### src/rtl/dmem_pkg.sv
// Shared encodings and defaults for the data-memory sequencer.
package dmem_pkg;

    // Access size encodings carried on the size port (2'b11 is illegal).
    localparam logic [1:0] SZ_BYTE = 2'b00;
    localparam logic [1:0] SZ_HALF = 2'b01;
    localparam logic [1:0] SZ_WORD = 2'b10;

    // Default memory map: byte address of RAM word 0 and RAM depth in words.
    localparam logic [31:0] DEF_BASE_ADDR = 32'h1001_0000;
    localparam int          DEF_DEPTH     = 1024;

    // IDLE: waiting for a request
    // ACC:  RAM access cycle (word write, or read issue)
    // CAP:  RAM read data is valid and is captured
    // WR:   write-back of the merged word of a partial store
    // RPT:  cycle in which a rejected access is reported
    typedef enum logic [2:0] {
        IDLE = 3'd0,
        ACC  = 3'd1,
        CAP  = 3'd2,
        WR   = 3'd3,
        RPT  = 3'd4
    } state_t;

endpackage

### src/rtl/dmem_lane.sv
// Combinational lane logic: load extraction/extension and partial-store merge.
module dmem_lane
    import dmem_pkg::*;
(
    input  logic [31:0] word,      // raw RAM word
    input  logic [31:0] wdata,     // right-aligned store data
    input  logic [1:0]  offset,    // byte offset within the word (little-endian)
    input  logic [1:0]  size,
    input  logic        sign_ext,
    output logic [31:0] ext,       // extracted and extended load value
    output logic [31:0] merged     // word with the addressed lane replaced
);

    logic [7:0]  byte_v;
    logic [15:0] half_v;

    // Select the addressed lane and extend it to 32 bits; words pass through.
    always_comb begin
        byte_v = word[{offset, 3'b000} +: 8];
        half_v = offset[1] ? word[31:16] : word[15:0];
        case (size)
            SZ_BYTE: ext = {{24{sign_ext & byte_v[7]}}, byte_v};
            SZ_HALF: ext = {{16{sign_ext & half_v[15]}}, half_v};
            default: ext = word;
        endcase
    end

    // Replace only the addressed byte/half of the old word with the store data.
    always_comb begin
        merged = word;
        case (size)
            SZ_BYTE: merged[{offset, 3'b000} +: 8] = wdata[7:0];
            SZ_HALF: begin
                if (offset[1]) merged[31:16] = wdata[15:0];
                else           merged[15:0]  = wdata[15:0];
            end
            default: merged = wdata;
        endcase
    end

endmodule

### src/rtl/dmem_ctrl.sv
// Load/store sequencer in front of a word-organised RAM with 1-cycle read.
// Handshake: req is sampled on a rising edge only while busy=0; the CPU holds
// req (and its operands) until done. done is a one-cycle registered pulse with
// err/rdata valid alongside it; busy is already low in the done cycle, so a
// request presented then is accepted on that cycle's closing edge.
module dmem_ctrl
    import dmem_pkg::*;
#(
    parameter logic [31:0] BASE_ADDR = DEF_BASE_ADDR,
    parameter int          DEPTH     = DEF_DEPTH
) (
    input  logic        clk,
    input  logic        rst,
    input  logic        req,
    input  logic        we,
    input  logic [1:0]  size,
    input  logic        sign_ext,
    input  logic [31:0] addr,
    input  logic [31:0] wdata,
    output logic        busy,
    output logic        done,
    output logic        err,
    output logic [31:0] rdata,
    output logic        ram_ena,
    output logic        ram_wena,
    output logic        ram_rena,
    output logic [31:0] ram_addr,
    output logic [31:0] ram_wdata,
    input  logic [31:0] ram_rdata
);

    // Size of the mapped window in bytes, wide enough never to overflow.
    localparam logic [32:0] SPAN = 33'(DEPTH) << 2;

    state_t      state, state_nx;
    logic        l_we, l_sext;
    logic [1:0]  l_size;
    logic [31:0] l_addr, l_wdata, merged_q;
    logic [31:0] ext_word, merged_word;
    logic [32:0] off33;
    logic        range_ok, req_err, word_store, accepting;

    // Rejection check on the incoming request; the 33-bit difference keeps
    // addresses below BASE_ADDR from wrapping into the window.
    always_comb begin
        off33    = {1'b0, addr} - {1'b0, BASE_ADDR};
        range_ok = (off33 < SPAN);
        req_err  = (size == 2'b11)
                 || ((size == SZ_HALF) && addr[0])
                 || ((size == SZ_WORD) && (addr[1:0] != 2'b00))
                 || !range_ok;
    end

    assign word_store = l_we && (l_size == SZ_WORD);
    assign accepting  = (state == IDLE) || (state == RPT);
    assign busy       = !accepting;
    assign ram_addr   = (state == IDLE) ? 32'd0 : ((l_addr - BASE_ADDR) >> 2);

    dmem_lane u_lane (
        .word     (ram_rdata),
        .wdata    (l_wdata),
        .offset   (l_addr[1:0]),
        .size     (l_size),
        .sign_ext (l_sext),
        .ext      (ext_word),
        .merged   (merged_word)
    );

    // Next-state and RAM control decode; RAM controls depend only on state.
    always_comb begin
        state_nx  = state;
        ram_ena   = 1'b0;
        ram_wena  = 1'b0;
        ram_rena  = 1'b0;
        ram_wdata = 32'd0;
        case (state)
            IDLE, RPT: begin
                if (req) state_nx = req_err ? RPT : ACC;
                else     state_nx = IDLE;
            end
            ACC: begin
                ram_ena = 1'b1;
                if (word_store) begin
                    ram_wena  = 1'b1;
                    ram_wdata = l_wdata;
                    state_nx  = IDLE;
                end else begin
                    ram_rena = 1'b1;
                    state_nx = CAP;
                end
            end
            CAP: state_nx = l_we ? WR : IDLE;
            WR: begin
                ram_ena   = 1'b1;
                ram_wena  = 1'b1;
                ram_wdata = merged_q;
                state_nx  = IDLE;
            end
            default: state_nx = IDLE;
        endcase
    end

    // State register, request latch, completion flags and captured load data.
    always_ff @(posedge clk) begin
        if (rst) begin
            state    <= IDLE;
            done     <= 1'b0;
            err      <= 1'b0;
            rdata    <= 32'd0;
            l_we     <= 1'b0;
            l_sext   <= 1'b0;
            l_size   <= 2'b00;
            l_addr   <= 32'd0;
            l_wdata  <= 32'd0;
            merged_q <= 32'd0;
        end else begin
            state <= state_nx;
            done  <= 1'b0;
            case (state)
                IDLE, RPT: begin
                    if (req) begin
                        l_we    <= we;
                        l_size  <= size;
                        l_sext  <= sign_ext;
                        l_addr  <= addr;
                        l_wdata <= wdata;
                        // A rejected access completes in the following (RPT) cycle.
                        if (req_err) begin
                            done <= 1'b1;
                            err  <= 1'b1;
                        end
                    end
                end
                ACC: begin
                    if (word_store) begin
                        done <= 1'b1;
                        err  <= 1'b0;
                    end
                end
                CAP: begin
                    if (l_we) begin
                        merged_q <= merged_word;
                    end else begin
                        rdata <= ext_word;
                        done  <= 1'b1;
                        err   <= 1'b0;
                    end
                end
                WR: begin
                    done <= 1'b1;
                    err  <= 1'b0;
                end
                default: ;
            endcase
        end
    end

endmodule

### config.mk
export PLATFORM = sky130hd
export DESIGN_NAME = dmem_ctrl
export DESIGN_NICKNAME = d
export VERILOG_FILES = /design/src/rtl/dmem_pkg.sv /design/src/rtl/dmem_lane.sv /design/src/rtl/dmem_ctrl.sv
export SDC_FILE = /design/constraint.sdc
export NUM_CORES = 1
export LEC_CHECK = 0
export ABC_AREA = 1
export CORE_MARGIN = 8
export CORE_UTILIZATION = 38
export CTS_CLUSTER_SIZE = 8
export DETAILED_ROUTE_END_ITERATION = 6
export GPL_TIMING_DRIVEN = 0
export PLACE_DENSITY_LB_ADDON = 0.15
export SLEW_MARGIN = 20
export SYNTH_ARGS = -nofsm -noshare
export SYNTH_HDL_FRONTEND = slang
export SYNTH_SLANG_ARGS = --single-unit
### constraint.sdc
create_clock -name clk -period 2.62 [get_ports clk]
set_input_delay 0.524 -clock clk [delete_from_list [all_inputs] [get_ports clk]]
set_output_delay 0.524 -clock clk [all_outputs]
set_load 0.01 [all_outputs]
Yosys cells after proc, flatten, opt, wreduce, memory -nomap -nowiden
Index checks and enable logic that the tools add are counted.
{"block": "op_classes", "addsub": 3, "order_cmp": 1, "n_eq_ne": 13, "shift": 3, "mux": 28, "bitwise_logic": 3, "reduce_logical": 19}
{"cell": "$pmux W32 S2", "count": 3}
{"cell": "$mux W16", "count": 3}
{"cell": "$lt A33 B13 Y1 const B", "count": 1}
{"cell": "$sub A32 B29 Y33 const B", "count": 1}
{"cell": "$bwmux W32", "count": 1}
{"cell": "$mux W32", "count": 1}
{"cell": "$shift A8 B7 Y32 const A", "count": 1}
{"cell": "$shiftx A32 B6 Y8", "count": 1}
{"cell": "$shiftx A8 B7 Y32", "count": 1}
{"cell": "$sub A32 B29 Y32 const B", "count": 1}
{"cell": "$mux W30", "count": 1}
{"cell": "$mux W1", "count": 11}
{"cell": "$pmux W3 S3", "count": 1}
{"cell": "$ne A2 B2 Y1 const B", "count": 4}
{"cell": "$pmux W1 S4", "count": 2}
{"cell": "$neg A5 Y7", "count": 1}
{"cell": "$eq A2 B2 Y1 const B", "count": 3}
{"cell": "$eq A3 B2 Y1 const B", "count": 2}
{"cell": "$mux W3", "count": 2}
{"cell": "$reduce_and A2 Y1", "count": 3}
{"cell": "$reduce_and A5 Y1", "count": 1}
{"cell": "$eq A2 B1 Y1 const B", "count": 2}
{"cell": "$logic_or A1 B1 Y1", "count": 4}
{"cell": "$mux W2", "count": 2}
{"cell": "12 further kinds", "count": 17}
{"block": "totals", "regBits": 137, "input_bits": 103, "out_inout_bits": 102, "wordCells": 80}

Depth between registers and ports, before layout
Gate-level depths: netlist of run 1.
{"block": "depth", "word_depth": 8, "depth_mapped": 13, "mapped_depth_nobuf": 13}

By module
A second synthesis of run 1 with hierarchy kept.
{"block": "unflattened", "hier_cells": 1313, "area_unflattened_um2": 8144.1}
{"mod": "dmem_ctrl", "n_inst": 1, "cells_per_inst": 855, "area_each_um2": 5949.5, "seq_area_each_um2": 2742.6}
{"mod": "dmem_lane", "n_inst": 1, "cells_per_inst": 458, "area_each_um2": 2194.6, "seq_area_each_um2": 0.0}

Worst setup path after synthesis of run 1
Ideal clock, no wire load.
{"block": "synth_timing", "kind": "reg2out", "startpoint": "register l_addr[16]", "endpoint": "output port ram_addr[28]", "arrival_ps": 1523, "required_ps": 2096, "path_slack_ps": 573, "stages_incl_launch_ff": 11, "path_buffers": 0, "path_cell_list": "dfxtp_1 -> inv_1 -> ha_1 -> nand2_1 -> nor2_1 -> nand2_1 -> nor4_4 -> nand2_1 -> nand2_1 -> nand2_1 -> a21oi_1"}
{"block": "synth_via", "elab_chain_cells": 2}
{"item": "start, declared", "line_no": "dmem_ctrl.sv:38", "rtl": "logic [31:0] l_addr, l_wdata, merged_q;"}
{"item": "start signal, assigned", "line_no": "dmem_ctrl.sv:125", "rtl": "l_addr <= addr;"}
{"item": "$sub A32 B29 Y32", "line_no": "dmem_ctrl.sv:57", "rtl": "assign ram_addr = (state == IDLE) ? 32'd0 : ((l_addr - BASE_ADDR) >> 2);"}
{"item": "$mux W30", "line_no": "dmem_ctrl.sv:57"}
{"item": "end, declared", "line_no": "dmem_ctrl.sv:27", "rtl": "output logic [31:0] ram_addr,"}
Every way passes these cells.

Final worst setup path of run 1
{"block": "layout_timing", "startpoint": "register l_size[1]", "endpoint": "output port ram_wdata[11]"}
{"block": "layout_via", "elab_chain_cells": 4}
{"item": "start, declared", "line_no": "dmem_ctrl.sv:37", "rtl": "logic [1:0] l_size;"}
{"item": "start signal, assigned", "line_no": "dmem_ctrl.sv:123", "rtl": "l_size <= size;"}
{"item": "$eq A2 B2 Y1", "line_no": "dmem_ctrl.sv:54", "rtl": "assign word_store = l_we && (l_size == SZ_WORD);"}
{"item": "$logic_and A1 B1 Y1", "line_no": "dmem_ctrl.sv:54"}
{"item": "$mux W32", "line_no": "dmem_ctrl.sv:83", "rtl": "if (word_store) begin"}
{"item": "$pmux W32 S2", "line_no": "dmem_ctrl.sv:76", "rtl": "case (state)"}
{"item": "end, declared", "line_no": "dmem_ctrl.sv:28", "rtl": "output logic [31:0] ram_wdata,"}
Every way passes these cells.

==> run summary, run 1 <==
TritonCTS built the clock tree. Across all hold checks on the routed design, the worst slack comes to 0.451 ns. The share of final-layout standard cells stronger than drive strength 1 is 11.6%, and the number of primary I/O pins is 205. Across the run, the number of max-cap violations was 0. The net count of the finished layout is 1432. Of all cell types, the one taking the most synthesized area is dfxtp_1. From synthesis to final layout, the design area changed by 42.1%. In the post-synthesis netlist, the cell with the most instances is o21ai_0. Yosys printed 0 warnings. The run gives 54.5% as the utilization after layout. The mux cell area share after synthesis was 0%; the global placement routability congestion was 0.947. The top flip-flop cell by instance count after synthesis was dfxtp_1. Setup repair after global routing could not meet its margin everywhere. In this design, the stage delay of the slowest critical-path cell is 0.32 ns. Clock-pin slew was measured on the worst setup and hold paths at 0.06 ns. The tools report the number of antenna violations at the first check in global routing as 0.

The sum of routed wire length over all layers was 31.6 mm. Data arrives at the worst endpoint at 2.04 ns. The number of antenna diodes in the final layout is 0.

Setup violations remaining at the end of the flow were counted as 0. The flow ran to the end, and the final reports show no timing, DRC or antenna violations. Of the total synthesized cell area, the portion taken by full adders, half adders and majority gates is 1.18%.

For this design, the sink count on the clock tree is 137. The flop and latch count out of synthesis came out at 137. Root buffer selected by CTS: clkbuf_16. For the final worst clock skew, the log shows 0.00696 ns. The tools report the launching element type of the critical path as a flop. The tools report the clock insertion delay at the later pin of the skew report as 0.43 ns. Adding up every negative setup slack in the final design gives 0 ns. Type of the worst min-delay path: reg -> reg.

The area of the multi-input gates is 4000 sq um. The most repeated library cell on the critical path was inv_2. The run gives 0 as the number of pins with negative max-slew slack in the final report. The run gives 43 as the count of cell types in the netlist. Worst supply voltage drop on vdd: 0.423 mV.

The clock period minus final worst setup slack was 2.57 ns; the count of antenna-violating nets left after detailed routing was 0. For this design the ratio of total power to cell area is 520 nW/um^2. After synthesis, the most frequently instantiated cells are 153 x o21ai_0, 137 x dfxtp_1, 137 x inv_1, 132 x nand2_1, 132 x nor2_1.

The run gives 1917 as the filler cell count. The first global-routing pass estimated 48.1 mm of wire. The fraction of the mapped netlist area in compound gates is 32.6%, and the number of buffers inserted during clock tree synthesis is 17.

The number of vias per cell came out at 5.42. The critical path goes through buf_6, inv_2, nor3_4, inv_1, nor2_4, inv_2, buf_8, o22ai_2, clkdlybuf4s15_2. Measured against its own limit, the worst slew margin works out to 49.5%. The start-to-end type of the worst setup path was reg -> out. Global routing used 25.7% of the available tracks across all layers. Summed over all layers, the global routing overflow is 0. Number of buffers inserted by hold repair at cts: 0. Summing the areas of all and, or, nand and nor instances in the mapped netlist gives 17.5% of the synthesized area. The share of the Yosys chip area taken by registers is 37.0%. The initial detailed-routing violation count is 895.

Number of flops mapped to enable cells by yosys: 0. For this run, design rule violations remaining after detail routing come to 0. Summed over all cells, the static leakage comes to 4.33 nW. For the post-synthesis cell count, the log shows 1086. The floorplan has 51 rows. Share of synthesized flip-flops with an asynchronous set or reset: 0%. Among all stages on the critical path, the largest delay is contributed by dfxtp_1. Combinational family with the most area after synthesis: compound AO/OA/AOI/OAI gates.

The routed length per placed instance is 19.7 um, and the largest net degree at the start of global routing is 17. The number of detailed-routing iterations run before antenna repair was 5; the die width was 156 um. The clock passes through at most 2 buffers.

After floorplanning, the core was sized to cover 19300 sq um. The final count of hold timing violations is 0, and the via count of the routed design is 8666. Once the floorplan was initialized, standard cells occupied 38.3% of the core. The number of global-route vias before repair is 8403. Summed over its instances, the top area cell type makes up 37.0% of the synthesized netlist area. The H-tree generated during clock tree synthesis spans 4 levels. The tools report the nature of the critical path endpoint as a primary output.

Top fanout value on the critical path: 10. The part of the cycle the worst path needs works out to 98.1%. The required time of the worst setup path is 2.10 ns, and the xor and xnor fraction of the mapped netlist area is 0.236%. Port buffering added 201 buffers.

The transition time of the tightest slew-check pin works out to 0.757 ns. The sequential cells in the finished layout cover a total of 2750 sq um. The HPWL after detailed placement is 24.2 mm. In the post-synthesis netlist, the biggest area contributors are dfxtp_1 37%, o21ai_0 10%, a21oi_1 7.5%, inv_1 6.9%, nand2_1 6.7%. The chip height is 156 um. The die covers 24200 sq um.

The logs give 0.389 GHz for the highest clock frequency the design can meet and 7410 sq um for the netlist area before placement. The average cell area after synthesis came out at 6.83 sq um.
[cells in the final DEF (no fill, tap or decap), types with 3 or more instances in the layout]
cell type | Yosys | final
clkdlybuf4s50_1 | 0 | 156
o21ai_0 | 153 | 151
inv_1 | 137 | 133
dfxtp_1 | 137 | 131
nor2_1 | 132 | 126
nand2_1 | 132 | 125
a21oi_1 | 111 | 109
clkbuf_1 | 56 | 51
o22ai_1 | 50 | 45
nand3_1 | 27 | 27
a221oi_1 | 27 | 27
buf_4 | 4 | 22
o211ai_1 | 21 | 21
clkbuf_16 | 0 | 17
buf_2 | 10 | 16
dlygate4sd2_1 | 0 | 15
clkbuf_2 | 0 | 14
a21oi_2 | 10 | 12
a31oi_1 | 11 | 10
nor2_4 | 3 | 9
a22o_1 | 9 | 9
a211oi_1 | 8 | 8
inv_2 | 5 | 7
nand2_2 | 2 | 7
ha_1 | 7 | 6
dfxtp_2 | 0 | 6
o22ai_2 | 0 | 5
clkinvlp_4 | 0 | 5
clkinv_2 | 0 | 5
clkdlybuf4s15_1 | 0 | 4
nor3_2 | 1 | 3
nand2_4 | 1 | 3
clkbuf_8 | 0 | 3
nor3_1 | 7 | 3
dlymetal6s2s_1 | 0 | 3
[power breakdown]
group          internal (mW)  switching (mW)  total (mW)
clock network           1.32           0.963        2.28
registers               2.16          0.0667        2.23
logic                  0.385           0.587       0.972
[worst max-delay path, delay by kind of cell (launching register included)]
family / cells / cell delay, ns
compound gates: 1 / 0.15
buf+inv: 6 / 0.83
simple gates: 2 / 0.31
flops: 1 / 0.32
[per-layer routing]
metal / wire (um) / global-route usage [%]
met5: 0 / 0
met4: 820 / 9.38
met3: 2480 / 5.01
met2: 14600 / 41.1
met1: 13700 / 33.9
[area by class of cell]
class | instances | share of cell area [%]
Multi-Input combinational cell | 734 | 37.9
Tap cell | 265 | 3.15
Clock buffer | 19 | 4.20
Timing Repair Buffer | 217 | 19.2
Sequential cell | 137 | 26.1
Buffer | 72 | 3.33
Clock inverter | 12 | 0.974
Inverter | 143 | 5.15
[worst paths after layout]
kind | start | end | slack (ns) | depth (start not counted)
max | l_size[1] | ram_wdata[11] | 0.05 | 9
min | l_addr[8] | l_addr[8] | 0.45 | 2
max reg2reg | l_addr[1] | merged_q[14] | 0.32 | 8
min reg2reg | l_addr[8] | l_addr[8] | 0.45 | 2
[per-stage QoR]
stage / worst slack [ns] / cell area [sq um] / instances / power (mW)
finish: 0.0511 / 10500 / 1599 / 5.48
global placement: -0.604 / 9760 / 1553 / 3.16
floorplan: 0.573 / 7420 / 1087 / 2.73
detailed placement: -0.602 / 9760 / 1553 / 3.17
CTS: -0.0489 / 10500 / 1594 / 5.45
global route: -0.0382 / 10500 / 1599 / 5.68
[logic make-up after synthesis]
logic type / count (synthesis)
other cells: 1
xor+xnor: 2
flops: 137
buf+inv: 216
compound gates: 410
fa+ha+maj: 7
simple gates: 313
[flip-flops by register name (all words and copies together) (netlist names)]
name / flops
l_we: 1
merged_q: 32
done: 1
l_wdata: 32
err: 1
l_sext: 1
rdata: 32
state: 3
l_addr: 32
l_size: 2
[timing repair]
item / CTS / global route
pin swaps: 15 / 13
endpoints found under the hold margin: 0 / 0
buffers inserted: 11 / 5
setup endpoints to repair: 76 / 71
gates resized for setup: 110 / 69
Note: power is estimated with default switching activity, not from simulation.
==> run 2: changes to the inputs <==
--- a/config.mk
+++ b/config.mk
@@ -6,7 +6,6 @@
 export NUM_CORES = 1
 export LEC_CHECK = 0
 export ABC_AREA = 1
-export CORE_MARGIN = 8
 export CORE_UTILIZATION = 38
 export CTS_CLUSTER_SIZE = 8
 export DETAILED_ROUTE_END_ITERATION = 6
==> run summary, run 2 (same netlist as run 1, synthesis figures left out) <==
The run finished with clean final reports. The routed length per placed instance works out to 18.8 um (-4.5%). Internal power component: 4.09 mW (+5.9%).

For the die footprint, the log shows 20100 sq um (-17%). TritonCTS built the clock tree. The register share of total power came out at 39.0% (-1.7 points). Standard-cell row count: 50 (-2.0%). The logic gate share of total power is 16.9% (-0.8 points). The initial detailed-routing violation count is 855 (-4.5%). The net count of the finished layout is 1428 (-0.28%). The number of buffers inserted by hold repair at cts was 0 (unchanged); the switching power total was 1.61 mW (-0.23%). The leakage dissipation came out at 4.37 nW (+0.79%). The longest individual stage delay on the worst path is 0.55 ns (+0.23 ns). The initial cell density of the core was 39.2% (+0.90 points). The transition time of the tightest slew-check pin is 0.755 ns (-0.00148 ns).

The tools report the global routing met2 resource utilization as 45.1% (+4.0 points). The max-slew headroom at the worst pin is 49.6% (+0.099 points). The post-layout total power was 5.71 mW (+4.1%); the final count of hold timing violations was 0 (unchanged). Fraction of power spent switching nets: 28.3% (-1.2 points). Setup repair after global routing could not meet its margin everywhere.

Setup total negative slack: 0 ns (unchanged). The top fanout value on the critical path was 10 (unchanged). The library cell used most frequently in the layout, excluding fill and tap cells, is clkdlybuf4s50_1.

In this run the clock root is driven by a clkbuf_16. The placed wire-length estimate after detailed placement was 22.6 mm (-6.5%). The top cell types in the final layout, fill and taps aside, are 157 x clkdlybuf4s50_1, 152 x o21ai_0, 133 x inv_1, 133 x dfxtp_1. The total routing usage reported by global routing was 29.8% (+4.0 points). The worst slack after detailed placement came out at -0.605 ns (-0.00249 ns). The die width works out to 142 um (-9.0%).

The cell area after placement is 9750 sq um (about the same), and the number of vias per cell is 5.49 (+1.3%). The max-cap violation count is 0 (unchanged). The tools report the met3 usage in global routing as 5.97% (+0.96 points). The run gives 0 (unchanged) as the count of antenna-violating nets left after detailed routing.

For the largest net degree at the start of global routing, the log shows 17 (unchanged). The busiest layer in global routing was met2. The number of antenna violations at the first check in global routing is 0 (unchanged).

The clock insertion delay at the later pin of the skew report is 0.43 ns (about the same). The tools report the final-report setup violation count as 0 (unchanged). The share of final-layout standard cells stronger than drive strength 1 came out at 10.8% (-0.80 points). By startpoint and endpoint, the worst setup path is classified as reg -> out. The number of buffers inserted during clock tree synthesis came out at 17 (unchanged).

The register-to-register path setup slack came out at 0.24 ns (-0.08 ns). Kind of cell with the highest combined delay on the critical path: buffers and inverters. In this run the worst setup path begins at state[1]. The number of primary I/O pins was 205 (unchanged); the number of placed instances with taps included was 1548 (-0.32%).

The run gives 5 (unchanged) as the number of detailed-routing iterations run before antenna repair. The run gives 8736 (+0.81%) as the via count of the routed design. STA classifies the critical path startpoint as a flop. The count of port buffers added during placement works out to 201 (unchanged).

The run gives 10600 sq um (+0.20%) as the final standard cell area without fillers. The tools report the number of H-tree branching levels as 4 (unchanged). The utilization after layout was 55.9% (+1.4 points).

The logs give 45.2 mm (-6.0%) for the global-route wire length before repair and 0.0238 ns (-0.0272 ns) for the smallest setup slack after layout. The tools report the count of unresolved DRC violations after routing as 0 (unchanged). The chip height is 142 um (-9.0%), and the clock period minus final worst setup slack is 2.60 ns (+0.0272 ns). The count of placed standard cells in the final layout, fillers left out came out at 1591 (-0.50%). The number of pins with negative max-slew slack in the final report is 0 (unchanged), and the filler cell count is 1934 (+0.89%). The data arrival time of the critical path is 2.07 ns (+0.03 ns).

The sum of routed wire length over all layers was 30.0 mm (-5.0%). The global placement routability congestion was 1.00 (+6.0%). Among all stages on the critical path, the largest delay is contributed by clkdlybuf4s50_1.

The startpoint identified for the worst hold timing path is l_addr[4]. The worst hold slack after final layout is 0.454 ns (+0.00309 ns), and the portion of total power attributed to the clock network is 44.1% (+2.5 points). The maximum clock insertion buffer count came out at 2 (unchanged).

The startpoint identified for the worst register-to-register timing path is l_addr[1]. The number of inserted diodes is 0 (unchanged), and the worst path buffer plus inverter count is 3 (-3). The total congestion overflow after global routing came out at 0 (unchanged).

From synthesis to final layout, the design area changed by 42.4%. The total power per unit cell area works out to 541 nW/um^2 (+3.9%). The tools report the nature of the critical path endpoint as a primary output.

The TritonCTS sink count was 137 (unchanged); the final worst clock skew was 0.00809 ns (+0.00113 ns). The worst supply voltage drop on vdd is 0.408 mV (-3.5%). For the area of the core, the log shows 18900 sq um (-2.3%). Clock transition at the register clock pins on the worst setup and hold paths after CTS: 0.06 ns (about the same). The highest clock frequency the design can meet is 0.385 GHz (-1.0%), and the part of the cycle the worst path needs is 99.1% (+1.0 points). The critical path goes through inv_1, nor2_2, nand2_4, clkbuf_8, nand2_1, clkdlybuf4s50_1. The run gives 2.10 ns (about the same) as the required time of the worst setup path. The met1 layer usage reported by global route was 41.3% (+7.4 points). The tightest min-delay check is of the reg -> reg type. The number of global-route vias before repair is 7934 (-5.6%).
run 2: power groups by stage:
stage	Combinational (mW)	Clock, mW	Sequential [mW]
final	0.964	2.51	2.23
after global routing	1.05	2.62	2.23
after floorplan	0.483	0	2.25
after detailed placement	0.899	0	2.26
after CTS	0.925	2.52	2.22
after global placement	0.897	0	2.26
run 2: cell type report:
| class | instances | area (sq um) | area share [%] |
|---|---|---|---|
| Inverter | 143 | 546 | 5.17 |
| Clock buffer | 21 | 460 | 4.36 |
| Sequential cell | 137 | 2750 | 26.0 |
| Buffer | 71 | 360 | 3.41 |
| Timing Repair Buffer | 214 | 2000 | 19.0 |
| Clock inverter | 11 | 145 | 1.38 |
| Tap cell | 260 | 325 | 3.08 |
| Multi-Input combinational cell | 734 | 3970 | 37.6 |
run 2: what timing repair did:
item,4_1_cts,5_1_grt
setup buffers,8,5
gates resized for setup,100,56
setup endpoints to repair,76,62
pin swaps,15,10
run 2: layer usage:
layer	vias up	part of all wire, %
li1	4171	-
met1	4052	44
met2	454	44
met3	59	9.1
met4	0	3.0
met5	-	0
run 2: path summary, 6_finish.rpt:
kind / end / depth (start not counted)
max: ram_ena / 6
min: l_addr[4] / 2
max reg2reg: merged_q[21] / 8
min reg2reg: l_addr[4] / 2
run 2: worst reg2reg max path, delay by kind of cell, from the launching register on:
family,cells,cell delay [ns]
buf+inv,2,0.30
flops,1,0.61
simple gates,2,0.54
compound gates,3,0.51
fa+ha+maj,1,0.35
==> run 3: changes to the inputs <==
--- a/config.mk
+++ b/config.mk
@@ -9,7 +9,7 @@
 export CORE_UTILIZATION = 38
 export CTS_CLUSTER_SIZE = 8
 export DETAILED_ROUTE_END_ITERATION = 6
-export GPL_TIMING_DRIVEN = 0
+export GPL_TIMING_DRIVEN = 1
 export PLACE_DENSITY_LB_ADDON = 0.15
 export SLEW_MARGIN = 20
 export SYNTH_ARGS = -nofsm -noshare
==> run summary, run 3 (same netlist as run 1, synthesis figures left out) <==
For the worst slack after detailed placement, the log shows 0.0259 ns (+0.631 ns). The clock transition at the register clock pins on the worst setup and hold paths after CTS is 0.06 ns (about the same), and the leakage dissipation is 4.36 nW (-0.28%). The final count of hold timing violations is 0 (unchanged). The tools report the maximum clock insertion buffer count as 2 (unchanged). Standard-cell row count: 50 (unchanged).

The smallest setup slack after layout was 0.0627 ns (+0.0388 ns). The total power per unit cell area came out at 526 nW/um^2 (-2.7%). The flow ran to the end, and the final reports show no timing, DRC or antenna violations. The number of H-tree branching levels is 4 (unchanged). Count of unresolved DRC violations after routing: 0 (unchanged).

The TritonCTS sink count is 137 (unchanged), and the filler cell count is 1849 (-4.4%). For the net count of the finished layout, the log shows 1384 (-3.1%). The transition time of the tightest slew-check pin is 0.651 ns (-0.104 ns), and the data arrival time of the critical path is 2.03 ns (-0.04 ns). Initial detailed-routing violation count: 707 (-17%).

The run gives 0.465 mV (+14%) as the worst supply voltage drop on vdd. CTS placed an instance of clkbuf_16 at the clock tree root. The tools report the sum of routed wire length over all layers as 27.0 mm (-10%). The number of inserted diodes was 0 (unchanged); the depth of the most critical reg-to-reg path was 6 (-2).

The number of pins with negative max-slew slack in the final report came out at 0 (unchanged). The setup path with the least slack is of type reg -> out. The final standard cell area without fillers was 10500 sq um (-0.89%).

The logs give 0 (unchanged) for the number of buffers inserted by hold repair at cts and 0.42 ns (about the same) for the clock insertion delay at the later pin of the skew report. The max-slew headroom at the worst pin came out at 56.6% (+6.9 points). The top fanout value on the critical path came out at 11 (+1).

The total routing usage reported by global routing is 27.5% (-2.3 points). The library cell used most frequently in the layout, excluding fill and tap cells, is clkdlybuf4s50_1. The tools report the number of global-route vias before repair as 7732 (-2.5%). The number of buffers inserted during clock tree synthesis is 17 (unchanged). Die width: 142 um (unchanged). The tools report the worst hold slack after final layout as 0.452 ns (-0.00205 ns). The number of cells on the worst hold path works out to 2 (unchanged). The initial cell density of the core came out at 39.2% (unchanged). Destination of the worst hold path: l_addr[10]. For the final worst clock skew, the log shows 0.00556 ns (-0.00253 ns). The register-to-register path setup slack is 0.45 ns (+0.21 ns), and the synthesis-to-layout area growth is 41.1%. The cell area after placement is 9770 sq um (+0.13%). The tools report the global placement routability congestion as 0.942 (-6.1%). Placed wire-length estimate after detailed placement: 19.5 mm (-14%). The count of placed standard cells in the final layout, fillers left out was 1547 (-2.8%). TritonCTS built the clock tree. Type of the worst min-delay path: reg -> reg.

Number of placed instances with taps included: 1508 (-2.6%). Die footprint: 20100 sq um (unchanged). The number of detailed-routing iterations run before antenna repair is 5 (unchanged). The part of the cycle the worst path needs is 97.6% (-1.5 points). The tools report the nature of the critical path endpoint as a primary output.

The number of antenna violations at the first check in global routing came out at 1 (+1). The clock period minus final worst setup slack is 2.56 ns (-0.0388 ns), and the count of antenna-violating nets left after detailed routing is 0 (unchanged). The tools report the required time of the worst setup path as 2.10 ns (about the same).

The final-report setup violation count is 0 (unchanged). The number of vias per cell works out to 5.34 (-2.7%). The library cells used most frequently in the layout, excluding fill and tap cells, are 157 x clkdlybuf4s50_1, 152 x o21ai_0, 133 x inv_1, 133 x dfxtp_1, 125 x nor2_1.

The routed length per placed instance works out to 17.4 um (-7.5%). For the area of the core, the log shows 18900 sq um (unchanged). The endpoint of the worst-slack reg-to-reg timing path is merged_q[11].

The highest clock frequency the design can meet came out at 0.391 GHz (+1.5%). The largest net degree at the start of global routing is 84 (+67). The global-route wire length before repair is 42.4 mm (-6.2%). The number of primary I/O pins was 205 (unchanged).

The startpoint of the worst register-to-register path was l_size[1]. The worst hold path begins at l_addr[10]. The total congestion overflow after global routing was 0 (unchanged); the count of port buffers added during placement was 202 (+0.50%). Via count of the routed design: 8265 (-5.4%).

The tools report the max-cap violation count as 0 (unchanged). The worst setup path is launched from a flop. Setup repair after global routing could not meet its margin everywhere.

The chip height was 142 um (unchanged); the share of final-layout standard cells stronger than drive strength 1 was 10.8% (-0.019 points).
run 3: changes by cell type in the layout (fill, tap and decap cells not counted), sizes merged:
cell,before,now
clkbuf,92,25
dlygate4sd2,17,34
buf,35,43
bufinv,3,2
clkinv,8,9
clkinvlp,1,0
dlymetal6s2s,3,2
run 3: area by class of cell:
cell class	count	area, sq um	share of cell area [%]
repair buffers	241	2320	22.2
multi-input cells	734	3960	37.8
flip-flops and latches	137	2750	26.3
clock buffers	22	464	4.44
inverters	143	546	5.21
well taps	260	325	3.11
clock inverters	10	100	0.957
run 3: power breakdown:
part / internal [mW] / switching, mW
combinational: 0.381 / 0.547
sequential: 2.16 / 0.0610
clock: 1.44 / 0.912
run 3: critical path, stage by stage, from the launching register on:
cell             delay (ns)
dfxtp_1                0.36
inv_1                  0.06
nor2_2                 0.14
nand2_2                0.18
buf_4                  0.23
nand2_1                0.10
clkdlybuf4s50_1        0.54
run 3: worst max path at each step:
stage          startpoint           end  slack, ns
2_1_floorplan  l_addr[16]  ram_addr[28]       0.57
3_3_place_gp   l_addr[16]  ram_addr[28]       0.08
3_5_place_dp   l_addr[16]  ram_addr[28]       0.03
4_1_cts        l_addr[18]  ram_addr[29]      -0.04
5_1_grt        l_addr[18]  ram_addr[29]      -0.04
6_report         state[1]       ram_ena       0.06
run 3: per-layer routing:
layer  part of all wire, %  track usage [%]  wire [um]
met5                 0.041                0         11
met4                   1.5             7.64        413
met3                   7.9             5.77       2120
met2                    44             41.4      11900
met1                    47             39.5      12600
run 3: repair_timing:
action / CTS / global route
setup endpoints to repair: 56 / 30
resized for setup: 83 / 28
gates cloned: 0 / 0
pin swaps: 11 / 13
setup buffers: 4 / 3
run 3: per-stage QoR:
step | total power [mW] | util (%) | setup TNS [ns]
global route | 5.73 | 55.4 | -0.0627
global placement | 3.15 | 51.7 | 0
finish | 5.50 | 55.4 | 0
floorplan | 2.73 | - | 0
CTS | 5.50 | 55.0 | -0.0414
detailed placement | 3.16 | 51.7 | 0
==> RTL change: new RTL, config.mk and constraints of run 3 <==
Encoding of `state_t`: now Gray code (3 bits for 5 states).
--- a/src/rtl/dmem_pkg.sv
+++ b/src/rtl/dmem_pkg.sv
@@ -16,11 +16,11 @@
     // WR:   write-back of the merged word of a partial store
     // RPT:  cycle in which a rejected access is reported
     typedef enum logic [2:0] {
-        IDLE = 3'd0,
-        ACC  = 3'd1,
-        CAP  = 3'd2,
-        WR   = 3'd3,
-        RPT  = 3'd4
+        IDLE = 3'b000,
+        ACC  = 3'b001,
+        CAP  = 3'b011,
+        WR   = 3'b010,
+        RPT  = 3'b110
     } state_t;
 
 endpackage
Formal check against the unedited RTL: same outputs for any inputs over 4 cycles, from zero or initial values and one cycle with rst high; so few cycles prove little.
==> RTL change against run 3 <==
- the flow now finishes with violations (negative setup slack)
- total power up 9.2%
- wire length down 5.2%
- final area grew 0.57%
- critical endpoint is now ram_addr[28]
- area after synthesis grew 0.30%
- largest cell class unchanged
- sequential cell count did not move
- global-route usage down 2.2 points
- sequential power grew 3%
- hold slack got worse by 0.0023 ns
- synthesized cell count increased by 0.83%
- via count fell by 0.91%
- worst setup slack got worse by 0.089 ns
==> RTL change: results (changes against run 3) <==
The clock-cell share of area works out to 5.73% (+0.34 points). The overall die width was 142 um (+0.15%). For hold timing, the worst endpoint is l_addr[8]. The number of non-clock inverters was 157 (+9.8%). The post-route worst setup slack is -0.0260 ns (-0.0887 ns), and the average footprint of a synthesized cell is 6.79 sq um (-0.52%). The share of final layout cell area taken by non-clock buffers came out at 22.3% (+0.064 points). The tools report the post-layout utilization of the core as 55.5% (+0.13 points).

The multi-input combinational area share was 37.0% (-0.80 points). The largest individual stage delay along the critical path comes from the cell dfxtp_2. Cell count after placement: 1,529 (+1.4%). Number of setup buffers added after CTS: 5 (+1). Tracing the worst setup path back leads to its startpoint at l_addr[16]. The number of multi-input combinational cells came out at 736 (+0.27%). The flow ran to the end, but the final reports show violations. The logs give 0.0110 ns (+0.00543 ns) for the worst clock skew and 0.450 ns (-0.00231 ns) for the tightest hold margin. The violation count after the first detailed-routing iteration was 542 (-23%). Count of nets after finishing: 1,404 (+1.4%).

The maximum fanout along the worst path came out at 3 (-8). The run gives 2 (+2) as the count of endpoints failing setup in the final report. The fraction of power consumed by the clock network is 41.6% (-1.1 points).

The final reports fail on negative setup slack. The worst hold path begins at l_addr[8]. Post-cts gate resize count: 77 (-7.2%).

The logs give 2.12 ns (+0.09 ns) for the data arrival time of the critical path and 19 (-14%) for the clock buffer count. Routability congestion estimate from global placement: 0.923 (-2.0%). Cell type group with the largest total delay on the critical path: simple AND/OR/NAND/NOR gates. The logs give 1.80 mW (+18%) for the reported net switching power and 7,518 (-2.8%) for the number of global-route vias before repair.

The synthesized-area fraction occupied by xor and xnor cells is 0.236% (-0.00072 points). The first-pass GRT wire length came out at 39,700 um (-6.4%). The adder and majority cell fraction of the synthesized area works out to 1.18% (-0.0036 points). The count of TritonRoute iterations in the first routing pass is 7 (+2), and the fraction of the mapped netlist area in compound gates is 30.9% (-1.7 points). The delay of the slowest critical-path stage works out to 0.32 ns (-0.22 ns). The ratio of cells with drive above 1 in the final layout works out to 10.4% (-0.39 points).

The initial antenna violation count came out at 0 (-1). The post-place instance area was 0.00983 sq mm (+0.61%). The run gives 137 (unchanged) as the sequential cell count.

The destination of the critical timing path is ram_addr[28]. The run gives 25.3% (-2.2 points) as the total routing resource utilization after global routing. For the number of distinct library cells after synthesis, the log shows 44 (+2.3%).

Fill cell instance count of the final layout: 1,863 (+0.76%). The switching power as a share of total power was 29.9% (+2.3 points). The combinational-cell power consumption is 1.23 mW (+32%).
-- RTL change: cell count changes in the layout (fill, tap and decap cells not counted), sizes merged, moves of 6 or more --
cell and change:
a211oi -8, a21oi -8, a31oi +9, clkbuf -6
inv +16, nand2 +20, nand3 -14, nor2 +11
o211ai -7
-- RTL change: metal layers --
metal | up-vias | wire [um] | GRT usage (%)
li1 | 4090 | - | -
met1 | 3758 | 11000 | 31.7
met2 | 309 | 12000 | 41.7
met3 | 33 | 2100 | 7.36
met4 | 0 | 488 | 8.09
met5 | - | 0 | 0
-- RTL change: worst min-delay path, delay by kind of cell, from the launching register on --
kind            cells  cell delay [ns]
compound gates      1             0.05
buf+inv             1             0.06
flops               1             0.29
-- RTL change: per-stage QoR --
stage / TNS (ns) / worst slack, ns
floorplan: 0 / 0.396
global placement: -0.0435 / -0.0435
detailed placement: -0.120 / -0.0826
CTS: -0.0666 / -0.0545
global route: -0.823 / -0.185
finish: -0.0444 / -0.0260
